<file path="src/rtl/bias_buf_pkg.sv">
// Shared types and sizing helpers for the double-buffered bias store.
package bias_buf_pkg;

    typedef enum logic {LOAD, FULL} bias_bank_state_t;

    // Entries per bank.
    function automatic int unsigned entry_count(input int unsigned num_ch,
                                                input int unsigned depth);
        return num_ch * depth;
    endfunction

    // Pointer / entry-count width: must represent a full bank count, not just the last index.
    function automatic int unsigned ptr_width(input int unsigned num_ch,
                                              input int unsigned depth);
        return $clog2(num_ch * depth + 1);
    endfunction

endpackage

</file>
<file path="src/rtl/bias_bank_mem.sv">
// One bias bank: entry-wide write port, group-wide combinational read, and its fill count.
module bias_bank_mem #(
    parameter int unsigned IN_W   = 8,
    parameter int unsigned NUM_CH = 4,
    parameter int unsigned DEPTH  = 16,
    parameter int unsigned ADDR_W = 6,
    parameter int unsigned GRP_W  = 4,
    parameter int unsigned CNT_W  = 7
) (
    input  logic                     clk,
    input  logic                     rst_n,
    input  logic                     we,
    input  logic [ADDR_W-1:0]        waddr,
    input  logic [IN_W-1:0]          wdata,
    input  logic                     cnt_we,
    input  logic [CNT_W-1:0]         cnt_wdata,
    input  logic [GRP_W-1:0]         rgrp,
    output logic [NUM_CH*IN_W-1:0]   rdata,
    output logic [CNT_W-1:0]         n_entries
);

    logic [IN_W-1:0] mem [NUM_CH*DEPTH];
    logic [CNT_W-1:0] n_entries_q;

    // Storage is deliberately not reset; n_entries masks stale contents.
    always_ff @(posedge clk) begin
        if (we) begin
            mem[waddr] <= wdata;
        end
    end

    always_ff @(posedge clk or negedge rst_n) begin
        if (!rst_n) begin
            n_entries_q <= '0;
        end else if (cnt_we) begin
            n_entries_q <= cnt_wdata;
        end
    end

    always_comb begin
        rdata = '0;
        for (int c = 0; c < NUM_CH; c++) begin
            rdata[c*IN_W +: IN_W] = mem[ADDR_W'(32'(rgrp) * NUM_CH + 32'(c))];
        end
    end

    assign n_entries = n_entries_q;

endmodule

</file>
<file path="src/rtl/bias_pingpong_buf.sv">
// Ping-pong bias store: shadow bank fills from the DMA stream while the PE array reads the active one.
module bias_pingpong_buf
    import bias_buf_pkg::*;
#(
    parameter int unsigned IN_W   = 8,
    parameter int unsigned OUT_W  = 16,
    parameter int unsigned NUM_CH = 4,
    parameter int unsigned DEPTH  = 16
) (
    input  logic                      clk,
    input  logic                      rst_n,
    input  logic                      ld_valid,
    input  logic [IN_W-1:0]           ld_data,
    input  logic                      ld_last,
    output logic                      ld_ready,
    input  logic                      swap,
    input  logic                      rd_en,
    input  logic [$clog2(DEPTH)-1:0]  rd_grp,
    output logic [NUM_CH*OUT_W-1:0]   bias_out,
    output logic                      bias_valid,
    output logic                      bank_ready,
    output logic                      active_bank,
    output logic                      swap_err
);

    localparam int unsigned Entries = entry_count(NUM_CH, DEPTH);
    localparam int unsigned PtrW    = ptr_width(NUM_CH, DEPTH);
    localparam int unsigned AddrW   = $clog2(Entries);
    localparam int unsigned GrpW    = $clog2(DEPTH);

    bias_bank_state_t state_q, state_d;
    logic [PtrW-1:0] ptr_q, ptr_d;
    logic active_q, active_d;
    logic swap_err_q, swap_err_d;
    logic [NUM_CH*OUT_W-1:0] bias_q, bias_d;
    logic bias_valid_q;

    logic accept, last_hit, swap_ok;
    logic [NUM_CH*IN_W-1:0] rdata [2];
    logic [PtrW-1:0] n_ent [2];

    assign accept   = ld_valid && (state_q == LOAD);
    assign last_hit = accept && (ld_last || (ptr_q == PtrW'(Entries - 1)));
    assign swap_ok  = swap && (state_q == FULL);

    for (genvar b = 0; b < 2; b++) begin : g_bank
        logic is_shadow;
        assign is_shadow = (active_q != 1'(b));

        // Count is latched on fill completion, and cleared when this bank becomes the shadow.
        bias_bank_mem #(
            .IN_W   (IN_W),
            .NUM_CH (NUM_CH),
            .DEPTH  (DEPTH),
            .ADDR_W (AddrW),
            .GRP_W  (GrpW),
            .CNT_W  (PtrW)
        ) u_bank (
            .clk       (clk),
            .rst_n     (rst_n),
            .we        (accept && is_shadow),
            .waddr     (ptr_q[AddrW-1:0]),
            .wdata     (ld_data),
            .cnt_we    ((last_hit && is_shadow) || (swap_ok && !is_shadow)),
            .cnt_wdata (last_hit ? ptr_q + PtrW'(1) : '0),
            .rgrp      (rd_grp),
            .rdata     (rdata[b]),
            .n_entries (n_ent[b])
        );
    end

    always_comb begin
        state_d    = state_q;
        ptr_d      = ptr_q;
        active_d   = active_q;
        swap_err_d = 1'b0;
        unique case (state_q)
            LOAD: begin
                swap_err_d = swap;
                if (accept) begin
                    ptr_d = ptr_q + PtrW'(1);
                    if (last_hit) begin
                        state_d = FULL;
                    end
                end
            end
            FULL: begin
                if (swap) begin
                    state_d  = LOAD;
                    ptr_d    = '0;
                    active_d = ~active_q;
                end
            end
            default: state_d = LOAD;
        endcase
    end

    always_comb begin
        bias_d = bias_q;
        if (rd_en) begin
            for (int c = 0; c < NUM_CH; c++) begin
                if (32'(rd_grp) * NUM_CH + 32'(c) < 32'(n_ent[active_q])) begin
                    bias_d[c*OUT_W +: OUT_W] = OUT_W'($signed(rdata[active_q][c*IN_W +: IN_W]));
                end else begin
                    bias_d[c*OUT_W +: OUT_W] = '0;
                end
            end
        end
    end

    always_ff @(posedge clk or negedge rst_n) begin
        if (!rst_n) begin
            state_q      <= LOAD;
            ptr_q        <= '0;
            active_q     <= 1'b0;
            swap_err_q   <= 1'b0;
            bias_q       <= '0;
            bias_valid_q <= 1'b0;
        end else begin
            state_q      <= state_d;
            ptr_q        <= ptr_d;
            active_q     <= active_d;
            swap_err_q   <= swap_err_d;
            bias_q       <= bias_d;
            bias_valid_q <= rd_en;
        end
    end

    assign ld_ready    = (state_q == LOAD);
    assign bank_ready  = (state_q == FULL);
    assign active_bank = active_q;
    assign swap_err    = swap_err_q;
    assign bias_out    = bias_q;
    assign bias_valid  = bias_valid_q;

endmodule

</file>
<file path="config.mk">
export PLATFORM = sky130hd
export DESIGN_NAME = bias_pingpong_buf
export DESIGN_NICKNAME = d
export VERILOG_FILES = /design/src/rtl/bias_buf_pkg.sv /design/src/rtl/bias_bank_mem.sv /design/src/rtl/bias_pingpong_buf.sv
export SDC_FILE = /design/constraint.sdc
export NUM_CORES = 1
export LEC_CHECK = 0
export BUFFER_PORTS_ARGS = -buffer_cell sky130_fd_sc_hd__buf_2
export CORE_MARGIN = 3
export CORE_UTILIZATION = 45
export CTS_BUF_LIST = sky130_fd_sc_hd__clkbuf_4 sky130_fd_sc_hd__clkbuf_8 sky130_fd_sc_hd__clkbuf_16
export CTS_CLUSTER_SIZE = 24
export DETAILED_ROUTE_END_ITERATION = 10
export PLACE_DENSITY = 0.59
export SLEW_MARGIN = 20
export SYNTH_ARGS = -nofsm -noshare
export SYNTH_HDL_FRONTEND = slang
export SYNTH_HIERARCHICAL = 1
export SYNTH_SLANG_ARGS = --single-unit
</file>
<file path="constraint.sdc">
create_clock -name clk -period 4.8 [get_ports clk]
set_clock_uncertainty 0.2 [all_clocks]
set_input_delay 0.24 -clock clk [delete_from_list [all_inputs] [get_ports clk]]
set_output_delay 0.24 -clock clk [all_outputs]
set_load 0.005 [all_outputs]
</file>
==> results_dict.tcl, run 1 <==
set metrics [dict create \
    async_flop_share 0.0527 \
    p_leak_nw 15.3 \
    worstMarginPinSlew_ns 1.06 \
    vias 20100 \
    h-tree-depth 3 \
    synth-seq-area-share 0.762 \
    cts.path.max_buffers 3 \
    yosysUniqueCellTypes 48 \
    post-route-period-util 0.718 \
    p_clk_frac 0.398 \
    netlist_area_um2 42200 \
    fmax_ghz 0.290 \
    pwr_density_cell_nw_per_um2 427 \
    syn2layout_area_growth_pct 12.3 \
    overflow 0 \
    drt-initial-drc-count 2191 \
    worstSetupPathType "reg2reg" \
    die_area_um2 97600 \
    antenna_cells 0 \
    cp-start-kind "flop" \
    syn_inst 2066 \
    switching_share 0.223 \
    grt_setup_unrepaired "false" \
    min_from "ld_data[6]" \
    outcome "completed" \
    place_area_um2 43900 \
    crit_arrival_ns 3.50 \
    max_cap_viol_count 0 \
    design_area_um2 47400 \
    grt_first_pass_wirelength_mm 140 \
    hold_path_end "g_bank[0].u_bank/mem[47][6]$_DFFE_PP_" \
    routedWlPerCell_um 26.9 \
    p_comb_frac 0.077 \
    dieHeight_um 312 \
    end_kind "flop" \
    synth_ff_type "edfxtp_1" \
    cts_tree "built" \
    ir_drop_v 0.000282 \
    grt_pass1_vias 20700 \
    syn_nets 2090 \
    grt_usage 0.194 \
    p_int_mw 15.7 \
    avgSynthCellArea_um2 20.4 \
    final_layout_size_suffix_gt1_frac 0.265 \
    yosys_warnings 6 \
    rrSetupSlack_ns 1.36 \
    grt_start_max_net_pins 96 \
    post-route-min-period_ns 3.44 \
    maxSlewViolCount 0 \
    cts.clk_slew.worst_paths_ns 0.06 \
    seqPwrFrac 0.525 \
    wirelength_mm 93.9 \
    yosys_register_bits 1081 \
    setup_viol 0 \
    slew_headroom 0.292 \
    antenna_found_initial 0 \
    drc 0 \
    rows 111 \
    r2r_cells 5 \
    worstHoldPathType "in2reg" \
    ant_nets 0 \
    via_per_inst 5.76 \
    cts-resized-gates 0 \
    dieWidth_um 312 \
    initial_core_util 0.457 \
    crit_required_ns 4.86 \
    fin_tns_setup_ns 0 \
    synth_edf_count 1024 \
    cts_hold_buffers 8 \
    root_buffer "clkbuf_16" \
    fin_nets 2182 \
    port_buffers 86 \
    place_congestion 0.798 \
    cts.sinks 1081 \
    layout_setup_ws_ns 1.36 \
    dp_hpwl_mm 56.7 \
    place_ws_ns 1.41 \
    critPathMaxFanout 13 \
    clock_latency_ns 0.66 \
    p_sw_mw 4.51 \
    pin_count 87 \
    min_path_cells 1 \
    coreArea_um2 92400 \
    cts_made_buffers 107 \
    hold_viol 0 \
    worstReg2RegEnd "g_bank[0].u_bank/mem[1][0]$_DFFE_PP_" \
    drt_pass1_iterations 5 \
    cts_setup_buffers 0 \
    timing.rr.start "bank_ready$_DFF_PN0_" \
]
cells in the final DEF, fill, tap and decap left out, drive strengths merged, types with 2 or more instances in the layout:
cell | synthesis | routed
clkinv | 0 | 45
nand3b | 6 | 6
a22oi | 128 | 128
bufinv | 0 | 6
nor3b | 2 | 2
and2 | 3 | 3
nand2b | 4 | 4
edfxtp | 1024 | 1024
dlygate4sd3 | 0 | 9
mux2 | 14 | 14
nand4 | 4 | 4
inv | 35 | 37
and3b | 2 | 2
o32ai | 16 | 16
mux4 | 256 | 256
dfrtp | 57 | 57
o21ai | 13 | 13
o211ai | 2 | 2
nor2 | 135 | 135
o22ai | 17 | 17
nand3 | 13 | 13
a21oi | 6 | 6
clkinvlp | 0 | 5
buf | 90 | 123
nand2 | 89 | 89
clkbuf | 59 | 140
and3 | 4 | 4
nor3 | 10 | 10
xnor2 | 5 | 5
or3b | 4 | 4
mux2i | 40 | 40
ha | 6 | 6
nor2b | 14 | 14
power by group through the flow:
stage / Clock [mW] / Combinational [mW] / Sequential (mW)
6_report: 8.06 / 1.56 / 10.6
5_1_grt: 8.64 / 1.68 / 10.6
4_1_cts: 8.23 / 1.57 / 10.6
3_5_place_dp: 0 / 1.56 / 10.8
3_3_place_gp: 0 / 1.55 / 10.8
2_1_floorplan: 0 / 1.00 / 10.7
critical path: stages (launching register included):
cell and delay [ns]:
dfrtp_1 0.52, nor2b_1 0.54, and2_1 0.43, nor3b_1 0.30, nand2_1 0.20, nor3_1 0.84
state kept, by name, indices dropped and copies added, names as in the netlist:
name                     cells
g_bank.u_bank/mem         1024
ptr_q                        7
bank_ready                   1
bias_out                    32
g_bank.u_bank/n_entries     14
swap_err                     1
active_bank                  1
bias_valid                   1
Yosys cell counts (2+ instances only):
cell,instances,area share
a21oi_1,5,0.00059
a22oi_1,128,0.023
and2_1,3,0.00044
and3_1,4,0.00059
and3b_1,2,0.00041
buf_1,20,0.0018
buf_2,18,0.0021
buf_4,50,0.0089
buf_6,2,0.00053
clkbuf_1,57,0.0051
clkbuf_2,2,0.00024
dfrtp_1,57,0.034
edfxtp_1,1024,0.73
ha_1,6,0.0018
inv_1,35,0.0031
mux2_2,14,0.0037
mux2i_1,39,0.0092
mux4_2,256,0.14
nand2_1,88,0.0078
nand2b_1,4,0.00059
nand3_1,13,0.0015
nand3b_1,6,0.0011
nand4_1,3,0.00044
nor2_1,135,0.012
nor2b_1,14,0.0021
nor3_1,8,0.00095
nor3_4,2,0.00077
nor3b_1,2,0.00036
o211ai_2,2,0.00059
o21ai_0,10,0.0012
o21ai_2,2,0.00041
o22ai_1,17,0.0025
o32ai_1,16,0.0033
or3b_2,4,0.00083
xnor2_1,5,0.0010
per-layer routing:
layer | routed length, um | vias up | GRT usage
li1 | - | 8643 | -
met1 | 39600 | 10600 | 0.277
met2 | 44500 | 734 | 0.301
met3 | 7360 | 127 | 0.0444
met4 | 2400 | 0 | 0.0592
met5 | 0 | - | 0
logic make-up (layout without fill, tap and decap cells):
kind of cell | after synthesis | after routing | synth area share
xor gates and xnor gates | 6 | 6 | 0.00124
and+or+nand+nor | 292 | 292 | 0.0311
AOI/OAI and AO/OA | 187 | 187 | 0.0327
buffers and inverters | 184 | 365 | 0.0217
adders and majority gates | 6 | 6 | 0.00178
DFF | 1081 | 1081 | 0.762
muxes | 310 | 310 | 0.150
worst max-delay path by stage:
| stage | from | end | slack [ns] | depth (start not counted) |
|---|---|---|---|---|
| after global placement | bank_ready$_DFF_PN0_ | g_bank[0].u_bank/mem[9][0]$_DFFE_PP_ | 1.46 | 5 |
| after floorplan | active_bank$_DFFE_PN0P_ | g_bank[1].u_bank/mem[0][0]$_DFFE_PP_ | 2.21 | 6 |
| after detailed placement | bank_ready$_DFF_PN0_ | g_bank[0].u_bank/mem[48][7]$_DFFE_PP_ | 1.41 | 5 |
| final | bank_ready$_DFF_PN0_ | g_bank[0].u_bank/mem[1][0]$_DFFE_PP_ | 1.36 | 5 |
| after CTS | bank_ready$_DFF_PN0_ | g_bank[0].u_bank/mem[48][6]$_DFFE_PP_ | 1.40 | 5 |
| after global routing | bank_ready$_DFF_PN0_ | g_bank[0].u_bank/mem[1][5]$_DFFE_PP_ | 1.18 | 5 |
per-stage QoR:
stage / hold WS, ns / util / power [mW] / std cells
finish: 0.00701 / 0.514 / 20.2 / 3490
global placement: 0.231 / 0.475 / 12.4 / 3282
global route: 0.0363 / 0.514 / 21.0 / 3490
CTS: 0.00462 / 0.513 / 20.4 / 3488
floorplan: -0.256 / - / 11.7 / 2066
detailed placement: 0.251 / 0.475 / 12.4 / 3282
layout make-up:
type                    instances  area [um2]
fillers                      7192       44900
repair buffers                132         958
clock inverters                58         445
flip-flops and latches       1081       32200
well taps                    1243        1560
inverters                      35         131
clock buffers                 140        2980
multi-input cells             801        9180
(Power assumes the default switching activity.)
==> inputs of run 2 (changes only) <==
--- a/config.mk
+++ b/config.mk
@@ -5,6 +5,7 @@
 export SDC_FILE = /design/constraint.sdc
 export NUM_CORES = 1
 export LEC_CHECK = 0
+export ABC_AREA = 1
 export BUFFER_PORTS_ARGS = -buffer_cell sky130_fd_sc_hd__buf_2
 export CORE_MARGIN = 3
 export CORE_UTILIZATION = 45
==> constraint.sdc (replaced) <==
create_clock -name clk -period 3.5 [get_ports clk]
set_clock_uncertainty 0.2 [all_clocks]
set_input_delay 0.175 -clock clk [delete_from_list [all_inputs] [get_ports clk]]
set_output_delay 0.175 -clock clk [all_outputs]
set_load 0.005 [all_outputs]
==> run 2 against run 1 <==
Effect of this change: clock power grew 51%; critical path depth grew 3; largest power group unchanged; critical path type unchanged; utilization shrank 0.35 points; cell count grew 81%; setup slack lost 0.61 ns; critical endpoint is now g_bank[1].u_bank/n_entries[3]$_DFFE_PN0P_.
==> results_dict.tcl, run 2 <==
set metrics [dict create \
    cts_made_buffers 112 \
    largest_reg_flops 1024 \
    overflow 0 \
    drc 0 \
    clock_latency_ns 0.68 \
    syn2layout_area_growth_pct 12.3 \
    dieHeight_um 332 \
    final_layout_size_suffix_gt1_frac 0.0929 \
    worstSetupPathType "reg2reg" \
    slowest_stage "dfrtp_1" \
    n_fill_cell 9273 \
    max_cap_viol_count 0 \
    initial_core_util 0.454 \
    regArea_um2 32200 \
    root_buffer "clkbuf_16" \
    antenna_found_initial 5 \
    syn_inst 4735 \
    via_per_inst 5.09 \
    port_buffers 86 \
    wirelength_mm 123 \
    top_layer_used "met4" \
    worstMarginPinSlew_ns 0.977 \
    cts-resized-gates 0 \
    yosys.cell_count.top_type "nand2_1" \
    slew_headroom 0.349 \
    dr_wl_met2_mm 57.4 \
    synth-seq-area-share 0.671 \
    grt_setup_unrepaired "false" \
    crit_required_ns 3.86 \
    final_common_cell "nand2_1" \
    outcome "completed" \
    netlist_area_um2 47900 \
    drt_pass1_iterations 6 \
    post-route-min-period_ns 2.75 \
    end_kind "flop" \
    setup_viol 0 \
    cts_setup_buffers 0 \
    yosys_warnings 6 \
    ant_nets 0 \
    hold_viol 0 \
    maxSlewViolCount 0 \
    synth_top_area_frac 0.641 \
    grt_first_pass_wirelength_mm 187 \
    layout_common_cells "1,447 x nand2_1, 1,024 x edfxtp_1, 814 x inv_1" \
    yosysUniqueCellTypes 28 \
    fmax_ghz 0.364 \
    coreArea_um2 106000 \
    crit_top_cell "nand3_1" \
    async_flop_share 0.0527 \
    cts.sinks 1081 \
    cts_hold_buffers 14 \
    yosys-top-cells-area "edfxtp_1 64%, nand2_1 11%, nand3_1 8.3%" \
    dp_hpwl_mm 73.9 \
    hold_slack_ns 0.0333 \
    largest_register "g_bank.u_bank/mem" \
    grt_pass1_vias 30200 \
    routedWlPerCell_um 19.5 \
    synth_common_cells "1,447 x nand2_1, 1,024 x edfxtp_1, 817 x inv_1" \
    worstHoldPathType "in2async" \
    pwr_density_cell_nw_per_um2 549 \
    critPathMaxFanout 16 \
    yosys_register_bits 1081 \
    wl_met3_mm 9.02 \
    fin_nets 4858 \
    synth_ff_type "edfxtp_1" \
    grt_usage 0.222 \
    p_leak_nw 23.1 \
    vias 32200 \
    crit_arrival_ns 3.11 \
    critical_path.cell_chain "ha_1 > nand3_1 > nor2_2 > nand3_2 > nand2_1 > nand3_1 > o21ai_0 > mux2_2" \
    drt-initial-drc-count 2842 \
    cp-start-kind "flop" \
    yosys.area.top_type "edfxtp_1" \
    multi_input_area_um2 11000 \
    pin_count 87 \
    synth_edf_count 1024 \
    place_congestion 0.826 \
    ir_drop_v 0.000480 \
    crit_buf_inv 0 \
    rows 119 \
    cts.path.max_buffers 3 \
    fin_tns_setup_ns 0 \
    critical_path.top_delay_family "flip-flops" \
    cts.clk_slew.worst_paths_ns 0.06 \
    slowest_delay_ns 0.72 \
    wl_met1_mm 54.0 \
    cts_tree "built" \
    post-route-period-util 0.786 \
    h-tree-depth 3 \
    syn_nets 4759 \
    die_area_um2 111000 \
    avgSynthCellArea_um2 10.1 \
    grt_start_max_net_pins 129 \
    dieWidth_um 332 \
]
run 2: cell types whose count changed in the layout (fill, tap and decap cells not counted), moves of 71 or more:
| cell | delta |
|---|---|
| nor2_1 | +71 |
| buf_4 | +93 |
| nand2_1 | +1359 |
| a22oi_1 | -128 |
| nand3_1 | +780 |
| mux4_2 | -256 |
| inv_1 | +779 |
run 2: path summary, 6_finish.rpt:
check	cells after the start	to	start	slack [ns]
hold reg to reg	1	swap_err$_DFF_PN0_	bank_ready$_DFF_PN0_	0.28
max in group asynchronous	3	bias_out[35]$_DFFE_PN0P_	rst_n	2.07
hold / removal	3	swap_err$_DFF_PN0_	rst_n	0.03
min in group clk	4	swap_err$_DFF_PN0_	swap	0.13
setup reg to reg	8	g_bank[1].u_bank/n_entries[3]$_DFFE_PN0P_	ptr_q[0]$_DFFE_PN0P_	0.75
setup / recovery	8	g_bank[1].u_bank/n_entries[3]$_DFFE_PN0P_	ptr_q[0]$_DFFE_PN0P_	0.75
run 2: layer usage:
layer / vias to the layer above / global-route usage
li1: 15400 / -
met1: 15500 / 0.319
met2: 1112 / 0.356
met3: 171 / 0.0286
met4: 0 / 0.0612
met5: - / 0
run 2: final cells by class:
class,count,area share
antenna,3,0.000139
clock buffer,151,0.0595
clock inverter,58,0.0109
inverter,823,0.0577
multi-input combinational,2570,0.204
sequential,1081,0.598
tap,1391,0.0323
timing repair buffer,246,0.0378
run 2: cells by family after synthesis:
kind of cell    synth area share
flops                      0.671
fa+ha+maj                0.00157
compound gates           0.00689
simple gates               0.217
buf+inv                   0.0997
mux                      0.00391
run 2: tightest hold or removal path, delay by kind of cell:
kind,cells,cell delay [ns]
buffers and inverters,3,1.20
run 2: stage by stage:
step	utilization	setup WS (ns)	cell area, um2	total power, mW	instances
finish	0.510	0.749	53800	29.5	6323
global route	0.510	0.546	53800	30.5	6320
CTS	0.510	0.790	53800	29.7	6320
detailed placement	0.473	0.819	49900	17.6	6097
global placement	0.473	0.850	49900	17.6	6097
floorplan	-	1.17	47900	16.5	4735
run 2: where the power goes:
part           leakage (nW)  total (mW)  switching, mW  internal, mW
registers              9.96        14.8          0.365          14.4
clock network          1.90        12.2           4.89          7.27
logic                  11.2        2.62           1.85         0.769
total                  23.1        29.5           7.10          22.4
==> inputs of run 3 (changes only) <==
==> constraint.sdc (replaced) <==
create_clock -name clk -period 2.71 [get_ports clk]
set_clock_uncertainty 0.2 [all_clocks]
set_input_delay 0.1355 -clock clk [delete_from_list [all_inputs] [get_ports clk]]
set_output_delay 0.1355 -clock clk [all_outputs]
set_load 0.005 [all_outputs]
==> run 3 against run 2 <==
Effect of this change: utilization rose by 0.64 points; setup slack lost 0.56 ns; via count is 1.4% higher; routed wire length is 0.23% higher; first-iteration DRC count is 7.6% higher; critical path type unchanged; largest cell class unchanged; global-route usage is essentially flat; total power grew 29%; critical endpoint is now g_bank[0].u_bank/mem[61][5]$_DFFE_PP_.
==> results_dict.tcl, run 3 (synthesis results as in run 2) <==
set metrics [dict create \
    cts_hold_buffers 15 \
    fin_nets 4948 \
    clock_latency_ns 0.68 \
    ir_drop_v 0.000614 \
    worstHoldPathType "in2reg" \
    place_area_um2 50700 \
    final_layout_size_suffix_gt1_frac 0.107 \
    grt_pass1_vias 31200 \
    layout_common_cells "1,447 x nand2_1, 1,024 x edfxtp_1, 814 x inv_1" \
    p_clk_frac 0.404 \
    die_area_um2 111000 \
    switching_share 0.244 \
    vias 32600 \
    rows 119 \
    end_kind "flop" \
    drt_pass1_iterations 6 \
    grt_start_max_net_pins 129 \
    setup_viol 0 \
    total_power_mw 38.0 \
    root_buffer "clkbuf_16" \
    final_common_cell "nand2_1" \
    fin_util 0.516 \
    crit_required_ns 2.90 \
    dieHeight_um 332 \
    p_comb_frac 0.096 \
    cts.path.max_buffers 3 \
    fin_tns_setup_ns 0 \
    cp-start-kind "flop" \
    max_cap_viol_count 0 \
    maxSlewViolCount 0 \
    via_per_inst 5.09 \
    port_buffers 86 \
    grt_setup_unrepaired "false" \
    cts-resized-gates 0 \
    cts.clk_slew.worst_paths_ns 0.06 \
    drc 0 \
    cts_setup_buffers 0 \
    cts_made_buffers 113 \
    post-route-period-util 0.930 \
    slew_headroom 0.478 \
    largest_reg_flops 1024 \
    p_leak_nw 23.5 \
    seqPwrFrac 0.500 \
    place_ws_ns 0.245 \
    grt_usage 0.222 \
    h-tree-depth 3 \
    initial_core_util 0.454 \
    antenna_found_initial 6 \
    place_congestion 0.833 \
    pin_count 87 \
    dp_hpwl_mm 75.5 \
    dieWidth_um 332 \
    cts.sinks 1081 \
    design_area_um2 54500 \
    ant_nets 0 \
    syn2layout_area_growth_pct 13.7 \
    coreArea_um2 106000 \
    critPathMaxFanout 11 \
    post-route-min-period_ns 2.52 \
    worstSetupPathType "reg2reg" \
    overflow 0 \
    pwr_density_cell_nw_per_um2 696 \
    crit_arrival_ns 2.71 \
    wirelength_mm 124 \
    layout_setup_ws_ns 0.189 \
    drt-initial-drc-count 3057 \
    cts_tree "built" \
    p_int_mw 28.7 \
    hold_viol 0 \
    grt_first_pass_wirelength_mm 188 \
    worstMarginPinSlew_ns 0.782 \
    fmax_ghz 0.397 \
    outcome "completed" \
    routedWlPerCell_um 19.3 \
    p_sw_mw 9.26 \
    largest_register "g_bank.u_bank/mem" \
]
==> run 3: changes by cell type in the layout (fill, tap and decap cells not counted) <==
cell / previous run / this run
buf_4: 129 / 210
clkinv_1: 19 / 33
buf_12: 26 / 34
clkbuf_4: 31 / 25
bufinv_16: 12 / 9
clkinvlp_4: 3 / 0
clkinv_2: 21 / 23
diode_2: 3 / 4
==> run 3: through the flow <==
| stage | cells | hold WS (ns) |
|---|---|---|
| CTS | 6413 | 0.0788 |
| finish | 6417 | 0.133 |
| detailed placement | 6185 | 0.147 |
| floorplan | 4735 | -0.360 |
| global placement | 6185 | 0.130 |
| global route | 6413 | 0.0925 |
==> run 3: area by class of cell <==
type / instances / area [um2]
Antenna cell: 4 / 10.0
Clock buffer: 145 / 3160
Clock inverter: 68 / 536
Fill cell: 9296 / 51000
Inverter: 823 / 3110
Multi-Input combinational cell: 2570 / 11000
Sequential cell: 1081 / 32200
Tap cell: 1391 / 1740
Timing Repair Buffer: 335 / 2800
==> run 3: power groups by stage <==
stage | clock [mW] | combinational (mW) | sequential [mW]
2_1_floorplan | 0 | 2.10 | 19.2
3_3_place_gp | 0 | 3.57 | 19.3
3_5_place_dp | 0 | 3.61 | 19.3
4_1_cts | 15.6 | 3.65 | 19.0
5_1_grt | 16.2 | 4.00 | 19.0
6_report | 15.4 | 3.64 | 19.0
==> run 3: metal layers <==
layer	vias to the layer above	GRT usage	routed length (um)	share of wire
li1	15600	-	-	-
met1	15600	0.315	54000	0.44
met2	1135	0.350	56300	0.45
met3	206	0.0412	9940	0.080
met4	0	0.0646	3470	0.028
met5	-	0	0	0
==> run 3: path summary, 6_finish.rpt <==
check,from,to,slack (ns),cells past startpoint
worst min register to register,bias_out[3]$_DFFE_PN0P_,bias_out[3]$_DFFE_PN0P_,0.28,2
worst max register to register,ptr_q[2]$_DFFE_PN0P_,g_bank[0].u_bank/mem[61][5]$_DFFE_PP_,0.19,5
worst max-delay path,ptr_q[2]$_DFFE_PN0P_,g_bank[0].u_bank/mem[61][5]$_DFFE_PP_,0.19,5
max in group asynchronous,rst_n,active_bank$_DFFE_PN0P_,1.61,4
min in group asynchronous,rst_n,g_bank[1].u_bank/n_entries[3]$_DFFE_PN0P_,0.44,4
worst min-delay path,swap,swap_err$_DFF_PN0_,0.13,4
==> run 3: critical path: stages (launching register included) <==
cell and delay [ns]:
dfrtp_1 0.60, inv_1 0.16, nor3_1 0.43, nand2_1 0.35, nor2_1 0.30, buf_4 0.20
